## src/rtl/change_dispenser.sv

```systemverilog
// Queues vend requests and drives soda/nickel actuators; vend starts 1 cycle after an idle request.
// Full FIFO drops requests with an overflow pulse; CHANGE_DISPENSER_COUNT_EN adds coins_out_o drop counter.
module change_dispenser #(
  parameter int DEPTH     = 4,
  parameter int CHG_W     = 3,
  parameter int PULSE_LEN = 4,
  parameter int TIMEOUT   = 255
) (
  input  logic                   clk_i,
  input  logic                   rst_ni,
  input  logic                   soda_i,
  input  logic [CHG_W-1:0]       change_i,
  input  logic                   drop_i,
  output logic                   vend_o,
  output logic                   nickle_o,
  output logic                   busy_o,
  output logic                   overflow_o,
  output logic                   fault_o,
`ifdef CHANGE_DISPENSER_COUNT_EN
  output logic [15:0]            coins_out_o,
`endif
  output logic [$clog2(DEPTH):0] pending_o
);

  localparam int AW = $clog2(DEPTH);
  localparam int PW = $clog2(PULSE_LEN + 1);
  localparam int TW = $clog2(TIMEOUT + 1);
  localparam logic [PW-1:0] P_LAST = PW'(PULSE_LEN - 1);
  localparam logic [TW-1:0] T_LAST = TW'(TIMEOUT - 1);
  localparam logic [AW:0]   FULL   = (AW + 1)'(DEPTH);

  typedef enum logic [2:0] {S_IDLE, S_VEND, S_EJECT, S_WAIT, S_FAULT} state_t;

  state_t           state_q, state_d;
  logic [CHG_W-1:0] rem_q, rem_d;
  logic [PW-1:0]    pcnt_q, pcnt_d;
  logic [TW-1:0]    tcnt_q, tcnt_d;
  logic             got_q, got_d;
  logic             drop_cnt;

  logic [CHG_W-1:0] mem_q [DEPTH];
  logic [AW-1:0]    wr_ptr_q, rd_ptr_q;
  logic [AW:0]      count_q;
  logic             push, pop;

  // A pop on the same edge frees a slot, so a full FIFO still accepts then.
  assign push = soda_i && ((count_q != FULL) || pop);

  always_ff @(posedge clk_i) begin
    if (push) mem_q[wr_ptr_q] <= change_i;
  end

  always_ff @(posedge clk_i or negedge rst_ni) begin
    if (!rst_ni) begin
      wr_ptr_q   <= '0;
      rd_ptr_q   <= '0;
      count_q    <= '0;
      overflow_o <= 1'b0;
    end else begin
      if (push) wr_ptr_q <= wr_ptr_q + 1'b1;
      if (pop)  rd_ptr_q <= rd_ptr_q + 1'b1;
      count_q    <= count_q + {{AW{1'b0}}, push} - {{AW{1'b0}}, pop};
      overflow_o <= soda_i && !push;
    end
  end

  always_ff @(posedge clk_i or negedge rst_ni) begin
    if (!rst_ni) begin
      state_q <= S_IDLE;
      rem_q   <= '0;
      pcnt_q  <= '0;
      tcnt_q  <= '0;
      got_q   <= 1'b0;
    end else begin
      state_q <= state_d;
      rem_q   <= rem_d;
      pcnt_q  <= pcnt_d;
      tcnt_q  <= tcnt_d;
      got_q   <= got_d;
    end
  end

  always_comb begin
    state_d  = state_q;
    rem_d    = rem_q;
    pcnt_d   = pcnt_q;
    tcnt_d   = tcnt_q;
    got_d    = got_q;
    drop_cnt = 1'b0;
    pop      = 1'b0;
    case (state_q)
      S_IDLE: begin
        if (count_q != '0) begin
          pop     = 1'b1;
          rem_d   = mem_q[rd_ptr_q];
          pcnt_d  = '0;
          state_d = S_VEND;
        end
      end
      S_VEND: begin
        if (pcnt_q == P_LAST) begin
          pcnt_d  = '0;
          got_d   = 1'b0;
          state_d = (rem_q == '0) ? S_IDLE : S_EJECT;
        end else begin
          pcnt_d = pcnt_q + 1'b1;
        end
      end
      S_EJECT: begin
        // An early drop confirms this coin; the pulse still runs to full length.
        if (drop_i && !got_q) begin
          drop_cnt = 1'b1;
          rem_d    = rem_q - 1'b1;
          got_d    = 1'b1;
        end
        if (pcnt_q == P_LAST) begin
          pcnt_d = '0;
          got_d  = 1'b0;
          if (got_q || drop_cnt) begin
            state_d = (rem_d == '0) ? S_IDLE : S_EJECT;
          end else begin
            tcnt_d  = '0;
            state_d = S_WAIT;
          end
        end else begin
          pcnt_d = pcnt_q + 1'b1;
        end
      end
      S_WAIT: begin
        if (drop_i) begin
          drop_cnt = 1'b1;
          rem_d    = rem_q - 1'b1;
          pcnt_d   = '0;
          got_d    = 1'b0;
          state_d  = (rem_q == CHG_W'(1)) ? S_IDLE : S_EJECT;
        end else if (tcnt_q == T_LAST) begin
          state_d = S_FAULT;
        end else begin
          tcnt_d = tcnt_q + 1'b1;
        end
      end
      S_FAULT: state_d = S_FAULT;
      default: state_d = S_IDLE;
    endcase
  end

  assign vend_o    = (state_q == S_VEND);
  assign nickle_o  = (state_q == S_EJECT);
  assign fault_o   = (state_q == S_FAULT);
  assign busy_o    = (state_q != S_IDLE) || (count_q != '0);
  assign pending_o = count_q;

`ifdef CHANGE_DISPENSER_COUNT_EN
  logic [15:0] coins_q;

  always_ff @(posedge clk_i or negedge rst_ni) begin
    if (!rst_ni) begin
      coins_q <= '0;
    end else if (drop_cnt && (coins_q != 16'hFFFF)) begin
      coins_q <= coins_q + 16'd1;
    end
  end

  assign coins_out_o = coins_q;
`endif

endmodule

```

## config.mk

```make
export PLATFORM = sky130hd
export DESIGN_NAME = change_dispenser
export DESIGN_NICKNAME = d
export VERILOG_FILES = /design/src/rtl/change_dispenser.sv
export SDC_FILE = /design/constraint.sdc
export NUM_CORES = 1
export LEC_CHECK = 0
export BUFFER_PORTS_ARGS = -buffer_cell sky130_fd_sc_hd__buf_2
export CORE_MARGIN = 10
export CORE_UTILIZATION = 55
export CTS_CLUSTER_DIAMETER = 50
export CTS_CLUSTER_SIZE = 12
export DETAILED_ROUTE_END_ITERATION = 16
export GPL_TIMING_DRIVEN = 0
export PLACE_DENSITY = 0.74
export RECOVER_POWER = 25
export SLEW_MARGIN = 5
export SYNTH_ARGS = -nofsm -noshare
export SYNTH_HDL_FRONTEND = slang
export SYNTH_SLANG_ARGS = --single-unit
```

## constraint.sdc

```tcl
create_clock -name clk_i -period 6.5 [get_ports clk_i]
set_input_delay 0.325 -clock clk_i [delete_from_list [all_inputs] [get_ports clk_i]]
set_output_delay 0.325 -clock clk_i [all_outputs]
set_load 0.02 [all_outputs]
```

==> results of run 1 <==
power groups by stage:
stage / combinational (mW) / clock, mW / sequential (mW)
3_3_place_gp: 0.118 / 0 / 0.305
6_report: 0.127 / 0.240 / 0.303
4_1_cts: 0.131 / 0.242 / 0.303
2_1_floorplan: 0.0753 / 0 / 0.317
5_1_grt: 0.141 / 0.256 / 0.308
3_5_place_dp: 0.129 / 0 / 0.308
layout make-up:
cell class	instances	area, sq um
buffer	6	25.0
fill	271	1160
clock buffer	5	68.8
inverter	18	67.6
multi-input combinational	116	917
sequential	38	1010
clock inverter	3	68.8
tap	46	57.6
timing repair buffer	14	65.1
logic make-up after synthesis:
family / synth area share
XOR/XNOR: 0.0260
adder cells (fa/ha/maj): 0.0842
multiplexers: 0.0545
flip-flops: 0.500
AO/OA/AOI/OAI: 0.152
AND/OR/NAND/NOR: 0.137
buffers and inverters: 0.0458
cell usage after synthesis, types with 3 or more instances:
cell,n,area share
sky130_fd_sc_hd__a21oi_1,8,0.020
sky130_fd_sc_hd__a31oi_1,8,0.025
sky130_fd_sc_hd__and3_1,8,0.025
sky130_fd_sc_hd__dfrtp_1,26,0.32
sky130_fd_sc_hd__edfxtp_1,12,0.18
sky130_fd_sc_hd__ha_1,12,0.074
sky130_fd_sc_hd__inv_1,18,0.033
sky130_fd_sc_hd__mux4_2,3,0.033
sky130_fd_sc_hd__nand2_1,7,0.013
sky130_fd_sc_hd__nand2b_1,5,0.015
sky130_fd_sc_hd__nor2_1,11,0.020
sky130_fd_sc_hd__nor2b_1,4,0.012
sky130_fd_sc_hd__nor3_1,4,0.0099
sky130_fd_sc_hd__o22ai_1,3,0.0093
sky130_fd_sc_hd__xnor2_1,4,0.017
sequential cells by signal, summed over array words and instances (netlist names):
signal and flops:
mem_q 12, tcnt_q 8, pcnt_q 3, pending_o 3, rem_q 3, state_q 3, rd_ptr_q 2, wr_ptr_q 2
got_q 1, overflow_o 1
tightest hold or removal path: stages:
cell and delay, ns:
sky130_fd_sc_hd__buf_2 0.13, sky130_fd_sc_hd__inv_1 0.06, sky130_fd_sc_hd__nor2_1 0.04
per-stage QoR:
| stage | hold slack [ns] | instance area, sq um |
|---|---|---|
| finish | 0.301 | 2280 |
| global route | 0.297 | 2280 |
| CTS | 0.0500 | 2290 |
| detailed placement | 0.362 | 2150 |
| global placement | 0.354 | 2150 |
| floorplan | 0.0294 | 2020 |
path summary, 6_finish.rpt:
check                                 from      endpoint  cells past startpoint
worst max-delay path            state_q[0]  pending_o[2]                      9
worst min-delay path                soda_i    overflow_o                      3
worst max register to register  state_q[0]  pending_o[2]                      9
worst min register to register   tcnt_q[6]     tcnt_q[6]                      1
max in group asynchronous           rst_ni   wr_ptr_q[1]                      1
min in group asynchronous           rst_ni         got_q                      1
per-layer routing:
metal | track usage | vias to the layer above
met5 | 0 | -
met4 | 0.0423 | 0
met3 | 0.0412 | 6
met2 | 0.209 | 39
met1 | 0.167 | 728
li1 | - | 692
==> results.ini, run 1 <==
[outcome]
status = completed

[sta]
fin_ws_ns = 4.09
fmax_ghz = 0.414
slew-limit-headroom = 0.0541
finClkSkew_ns = 0.00265
totalNegativeSetupSlack_ns = 0
grt_setup_unrepaired = no
setup_violations = 0
finalMaxSlewViolations = 0
actual_transition_at_the_worst_max_transition_pin_ns = 1.42
finalWorstPathRequiredPeriod_ns = 2.41
period_share = 0.371
timing.final.hold_violations = 0

[clock_tree]
cts_tree = built
clkSlewWorstSetupHoldPaths_ns = 0.08
clock_latency_reported_for_the_late_side_of_the_worst_skew_pair_ns = 0.29
ctsRootBufferMaster = sky130_fd_sc_hd__clkbuf_8
post-cts-setup-buffers = 0
htreeDepth = 2
clock_buffer_depth = 2
cts_buffers = 5
cts.repair.resized = 0
tritoncts_sink_count = 38
hold_buffers = 0

[yosys]
syn_nets = 198
yosysWarnings = 0
synth-seq-area-share = 0.500
syn-cell-area_sq_um = 2020
synth_async_sr_flop_share = 0.684
post_synthesis_sequential_element_count = 38
synth-edff-count = 12
synthFlopType = sky130_fd_sc_hd__dfrtp_1
synthCells = 178
synth_area_per_cell_sq_um = 11.4
synthDistinctLibCells = 45

[floorplanning]
die_area_sq_um = 6500
fp.coreArea_sq_um = 3440
top_level_ports = 15
num_rows = 21
starting_utilization_of_the_core_area = 0.587
die_h_microns = 80.6
fp.dieW_microns = 80.6

[finish]
commonest_cells_after_routing_fill_and_taps_aside = 26 x sky130_fd_sc_hd__dfrtp_1, 18 x sky130_fd_sc_hd__inv_1, 12 x sky130_fd_sc_hd__buf_2, 12 x sky130_fd_sc_hd__ha_1, 12 x sky130_fd_sc_hd__edfxtp_1
nets = 219
finalCoreUtilization = 0.663
mostFrequentLayoutCell = sky130_fd_sc_hd__dfrtp_1
syn2layout_area_growth_pct = 12.9
number_of_standard_cells_in_the_final_layout_excluding_fillers = 246
insertedDiodeCount = 0
drive_gt1_frac = 0.145

[placement]
portBuffers = 14
gp_congestion = 0.873
place_inst = 238
dp_slack_ns = 4.10
dpl_wire_length_mm = 2.98

[critical_path]
worst_setup_path_end_kind = flip-flop
critical_path.cell_chain = nor3_1, or4b_4, and2_4, inv_1, ha_1, inv_1, ha_1, fa_1, xnor2_1
crit_type = reg2reg
rrSetupSlack_ns = 4.09
timing.critical_path.slowest_cell_delay_ns = 0.46
cp_max_fo = 6
crit_path_top_delay_cell = sky130_fd_sc_hd__dfrtp_1
worst_ep_arrival_time_ns = 2.59
worstPathBufferInverterCount = 2
cell_family_contributing_the_most_delay_on_the_critical_path = adder cells
required_time_at_the_endpoint_of_the_critical_path_ns = 6.68
timing.critical_path.from_type = flip-flop

[run]
cap_violations = 0

[grt]
grt_max_degree = 27
global_route_wire_length_before_repair_mm = 6.89
antenna_found_initial = 0
first_global_vias = 1474
grtUsageTotal = 0.132
global_route.overflow_total = 0

[pwr]
power.switching_mw = 0.180
power.combinational.fraction = 0.189
internal_power_mw = 0.489
p_total_mw = 0.669
vdd_ir_drop_max_v = 0.000266
share_seq_of_total_power = 0.452
leakage_nw = 1.01
netSwitchingFraction = 0.269
p_clk_frac = 0.359
p_per_area_nw_per_um2 = 293

[routing]
totalWireLength_mm = 3.96
detail_route.first_pass.iterations = 4
vias = 1465
drt-wirelength-per-cell_microns = 16.1
wl_met1_mm = 1.71
wl_met3_microns = 259
drcViolationCount = 0
vias_per_cell = 5.96
wl_met2_mm = 1.93
drtIter0Drc = 149
postRouteAntennaNets = 0
routed.top_layer = met4

[hold_path]
worst_hold_path_type = in2reg

(Power assumes the default switching activity.)
==> run 2, diff against run 1 <==
- ABC_AREA: not set -> 1
- CORE_UTILIZATION: 55 -> 54
- PLACE_DENSITY: 0.74 -> 0.75
- clock period: 6.5 -> 2.16 ns (I/O delays scaled with it)
==> run 2 against run 1 <==
  * Total power grew to 5.1 times the previous value
  * Highest routed layer unchanged
  * Maximum frequency increased by 13%
  * Critical path type unchanged
  * Design area increased by 6.7%
  * Critical path depth increased by 1
  * Clock-buffer cell count up 1
  * Sequential cell count unchanged
==> results.ini, run 2 <==
[outcome]
status = completed

[critical_path]
reg2reg_to = pending_o[2]
required_time_at_the_endpoint_of_the_critical_path_ns = 2.33
cp_max_fo = 3
crit_path_top_delay_cell = sky130_fd_sc_hd__dfrtp_2
cell_family_contributing_the_most_delay_on_the_critical_path = adder cells
worst_setup_path_end_kind = flip-flop
rr_startpoint = state_q[1]
timing.critical_path.from_type = flip-flop
worstPathBufferInverterCount = 1
timing.critical_path.slowest_cell_delay_ns = 0.43
worst_ep_arrival_time_ns = 2.30
critical_path.cell_chain = nor2_4, nand2_2, nand4_1, nand2_2, ha_4, inv_2, ha_4, fa_2, xnor2_2, xor2_1
crit_type = reg2reg
rr_worst_depth = 10
rrSetupSlack_ns = 0.03

[finish]
largest_register_ff_count = 12
nets = 300
mostFrequentLayoutCell = sky130_fd_sc_hd__nand2_1
number_of_standard_cells_in_the_final_layout_excluding_fillers = 329
syn2layout_area_growth_pct = 14.2
commonest_cells_after_routing_fill_and_taps_aside = 68 x sky130_fd_sc_hd__nand2_1, 33 x sky130_fd_sc_hd__nor2_1, 27 x sky130_fd_sc_hd__inv_1
drive_gt1_frac = 0.189
n_fill_cell = 331
regMostFlops = mem_q
insertedDiodeCount = 0
top_regs = mem_q (12), tcnt_q (8)

[grt]
global_route_wire_length_before_repair_mm = 7.24
grt_max_degree = 27
global_route.overflow_total = 0
antenna_found_initial = 0
first_global_vias = 1625
grtUsageTotal = 0.122

[yosys]
synth_top_cell_by_area = sky130_fd_sc_hd__dfrtp_1
synth_async_sr_flop_share = 0.684
synth-seq-area-share = 0.474
synth_area_per_cell_sq_um = 8.42
syn-cell-area_sq_um = 2130
yosysWarnings = 0
netlist_top_cells_area = sky130_fd_sc_hd__dfrtp_1 31%, sky130_fd_sc_hd__edfxtp_1 17%, sky130_fd_sc_hd__nand2_1 12%
synthDistinctLibCells = 28
synth-edff-count = 12
synthMostInstantiatedCell = sky130_fd_sc_hd__nand2_1
synthFlopType = sky130_fd_sc_hd__dfrtp_1
syn_nets = 273
ys_top_cells_by_count = 69 x sky130_fd_sc_hd__nand2_1, 34 x sky130_fd_sc_hd__nor2_1, 28 x sky130_fd_sc_hd__inv_1
synth.top_cell.area_share = 0.305
synthCells = 253
post_synthesis_sequential_element_count = 38

[placement]
place_inst = 315
portBuffers = 14
dpl_wire_length_mm = 3.04
gp_congestion = 0.843

[clock_tree]
clkSlewWorstSetupHoldPaths_ns = 0.08
ctsRootBufferMaster = sky130_fd_sc_hd__clkbuf_8
htreeDepth = 2
cts_buffers = 5
clock_latency_reported_for_the_late_side_of_the_worst_skew_pair_ns = 0.30
clock_buffer_depth = 2
cts_tree = built
tritoncts_sink_count = 38

[sta]
period_share = 0.986
finClkSkew_ns = 0.0108
setup_violations = 0
finalMaxSlewViolations = 0
post_route_worst_hold_slack_ns = 0.0675
actual_transition_at_the_worst_max_transition_pin_ns = 1.39
slew-limit-headroom = 0.0747
timing.final.hold_violations = 0
finalWorstPathRequiredPeriod_ns = 2.13
fmax_ghz = 0.469

[hold_path]
timing.hold.worst_endpoint = overflow_o
hold_depth = 3
worst_hold_path_type = in2reg
min-delay-start = soda_i

[pwr]
p_clk_frac = 0.138
p_per_area_nw_per_um2 = 1410
leakage_nw = 1.19
vdd_ir_drop_max_v = 0.000828
internal_power_mw = 1.88
power.combinational.fraction = 0.527
power.switching_mw = 1.56
netSwitchingFraction = 0.454
share_seq_of_total_power = 0.335

[floorplanning]
num_rows = 22
fp.dieW_microns = 82.8
top_level_ports = 15
die_h_microns = 82.8
fp.coreArea_sq_um = 3740
die_area_sq_um = 6860
starting_utilization_of_the_core_area = 0.569

[routing]
postRouteAntennaNets = 0
drtIter0Drc = 90
vias_per_cell = 5.07
totalWireLength_mm = 4.18
vias = 1668
drt-wirelength-per-cell_microns = 12.7
drcViolationCount = 0
detail_route.first_pass.iterations = 4

[run]
cap_violations = 0

-- run 2: changes by cell type after synthesis, moves of 5 or more --
cell                       previous run  this run
sky130_fd_sc_hd__inv_2                0         6
sky130_fd_sc_hd__nand2b_1             5         0
sky130_fd_sc_hd__a31oi_1              8         0
sky130_fd_sc_hd__inv_1               18        28
sky130_fd_sc_hd__xor2_1               2         7
sky130_fd_sc_hd__and3_1               8         0
sky130_fd_sc_hd__nand3_1              2        10
sky130_fd_sc_hd__nor2_1              11        34
sky130_fd_sc_hd__o21ai_0              2        12
sky130_fd_sc_hd__nand2_1              7        69
-- run 2: power by group through the flow --
stage / clock, mW / sequential [mW] / combinational [mW]
after floorplan: 0 / 1.18 / 1.24
after global placement: 0 / 1.18 / 1.58
after detailed placement: 0 / 1.18 / 1.63
after CTS: 0.487 / 1.15 / 1.70
after global routing: 0.525 / 1.19 / 2.09
final: 0.475 / 1.15 / 1.82
-- run 2: repair_timing --
item	in CTS	in global routing
endpoints found under the setup margin	1	1
hold endpoints to repair	26	0
hold buffers	1	0
buffers inserted	3	2
gates resized for setup	1	6
pin swaps	2	6
-- run 2: cell type report --
class	instances	area, sq um	area share
multi-input combinational	181	1040	0.426
sequential	38	1010	0.416
inverter	34	128	0.0524
timing repair buffer	20	113	0.0463
clock buffer	6	72.6	0.0298
tap	48	60.1	0.0247
clock inverter	2	10.0	0.00411
-- run 2: layer usage --
metal / up-vias / GRT usage / share of wire
met1: 773 / 0.146 / 0.43
met4: 0 / 0.0492 / 0.024
li1: 854 / - / -
met3: 11 / 0.0391 / 0.041
met5: - / 0 / 0
met2: 30 / 0.198 / 0.50
-- run 2: worst register-to-register path: cells and delay by family, from the launching register on --
family	cells	cell delay, ns
flip-flops	1	0.43
AND/OR/NAND/NOR	4	0.43
buffers and inverters	1	0.04
adder cells (fa/ha/maj)	3	0.80
XOR/XNOR	2	0.30
-- run 2: kinds of logic after synthesis --
kind of cell	after synthesis	share of synthesized area
buf+inv	34	0.0599
simple gates	132	0.279
compound gates	28	0.0740
fa+ha+maj	13	0.0799
xor+xnor	8	0.0329
flops	38	0.474
-- run 2: worst max-delay path by stage --
stage | startpoint | endpoint | slack (ns) | cells after the start
floorplan | state_q[0] | pending_o[2] | 0.002 | 10
global placement | state_q[0] | pending_o[2] | -0.14 | 10
detailed placement | state_q[0] | pending_o[2] | -0.15 | 10
CTS | state_q[0] | pending_o[2] | 0.01 | 10
global route | pending_o[2] | pending_o[2] | -0.04 | 10
finish | state_q[1] | pending_o[2] | 0.03 | 10
-- run 2: metrics by stage --
stage | total power [mW] | setup slack, ns | utilization | setup TNS [ns] | cell area (sq um)
after global placement | 2.76 | -0.142 | 0.606 | -0.142 | 2270
final | 3.44 | 0.0292 | 0.650 | 0 | 2430
after detailed placement | 2.81 | -0.155 | 0.606 | -0.155 | 2270
after global routing | 3.80 | -0.0426 | 0.650 | -0.0426 | 2430
after CTS | 3.34 | 0.0131 | 0.638 | 0 | 2390
after floorplan | 2.42 | 0.00240 | - | 0 | 2140
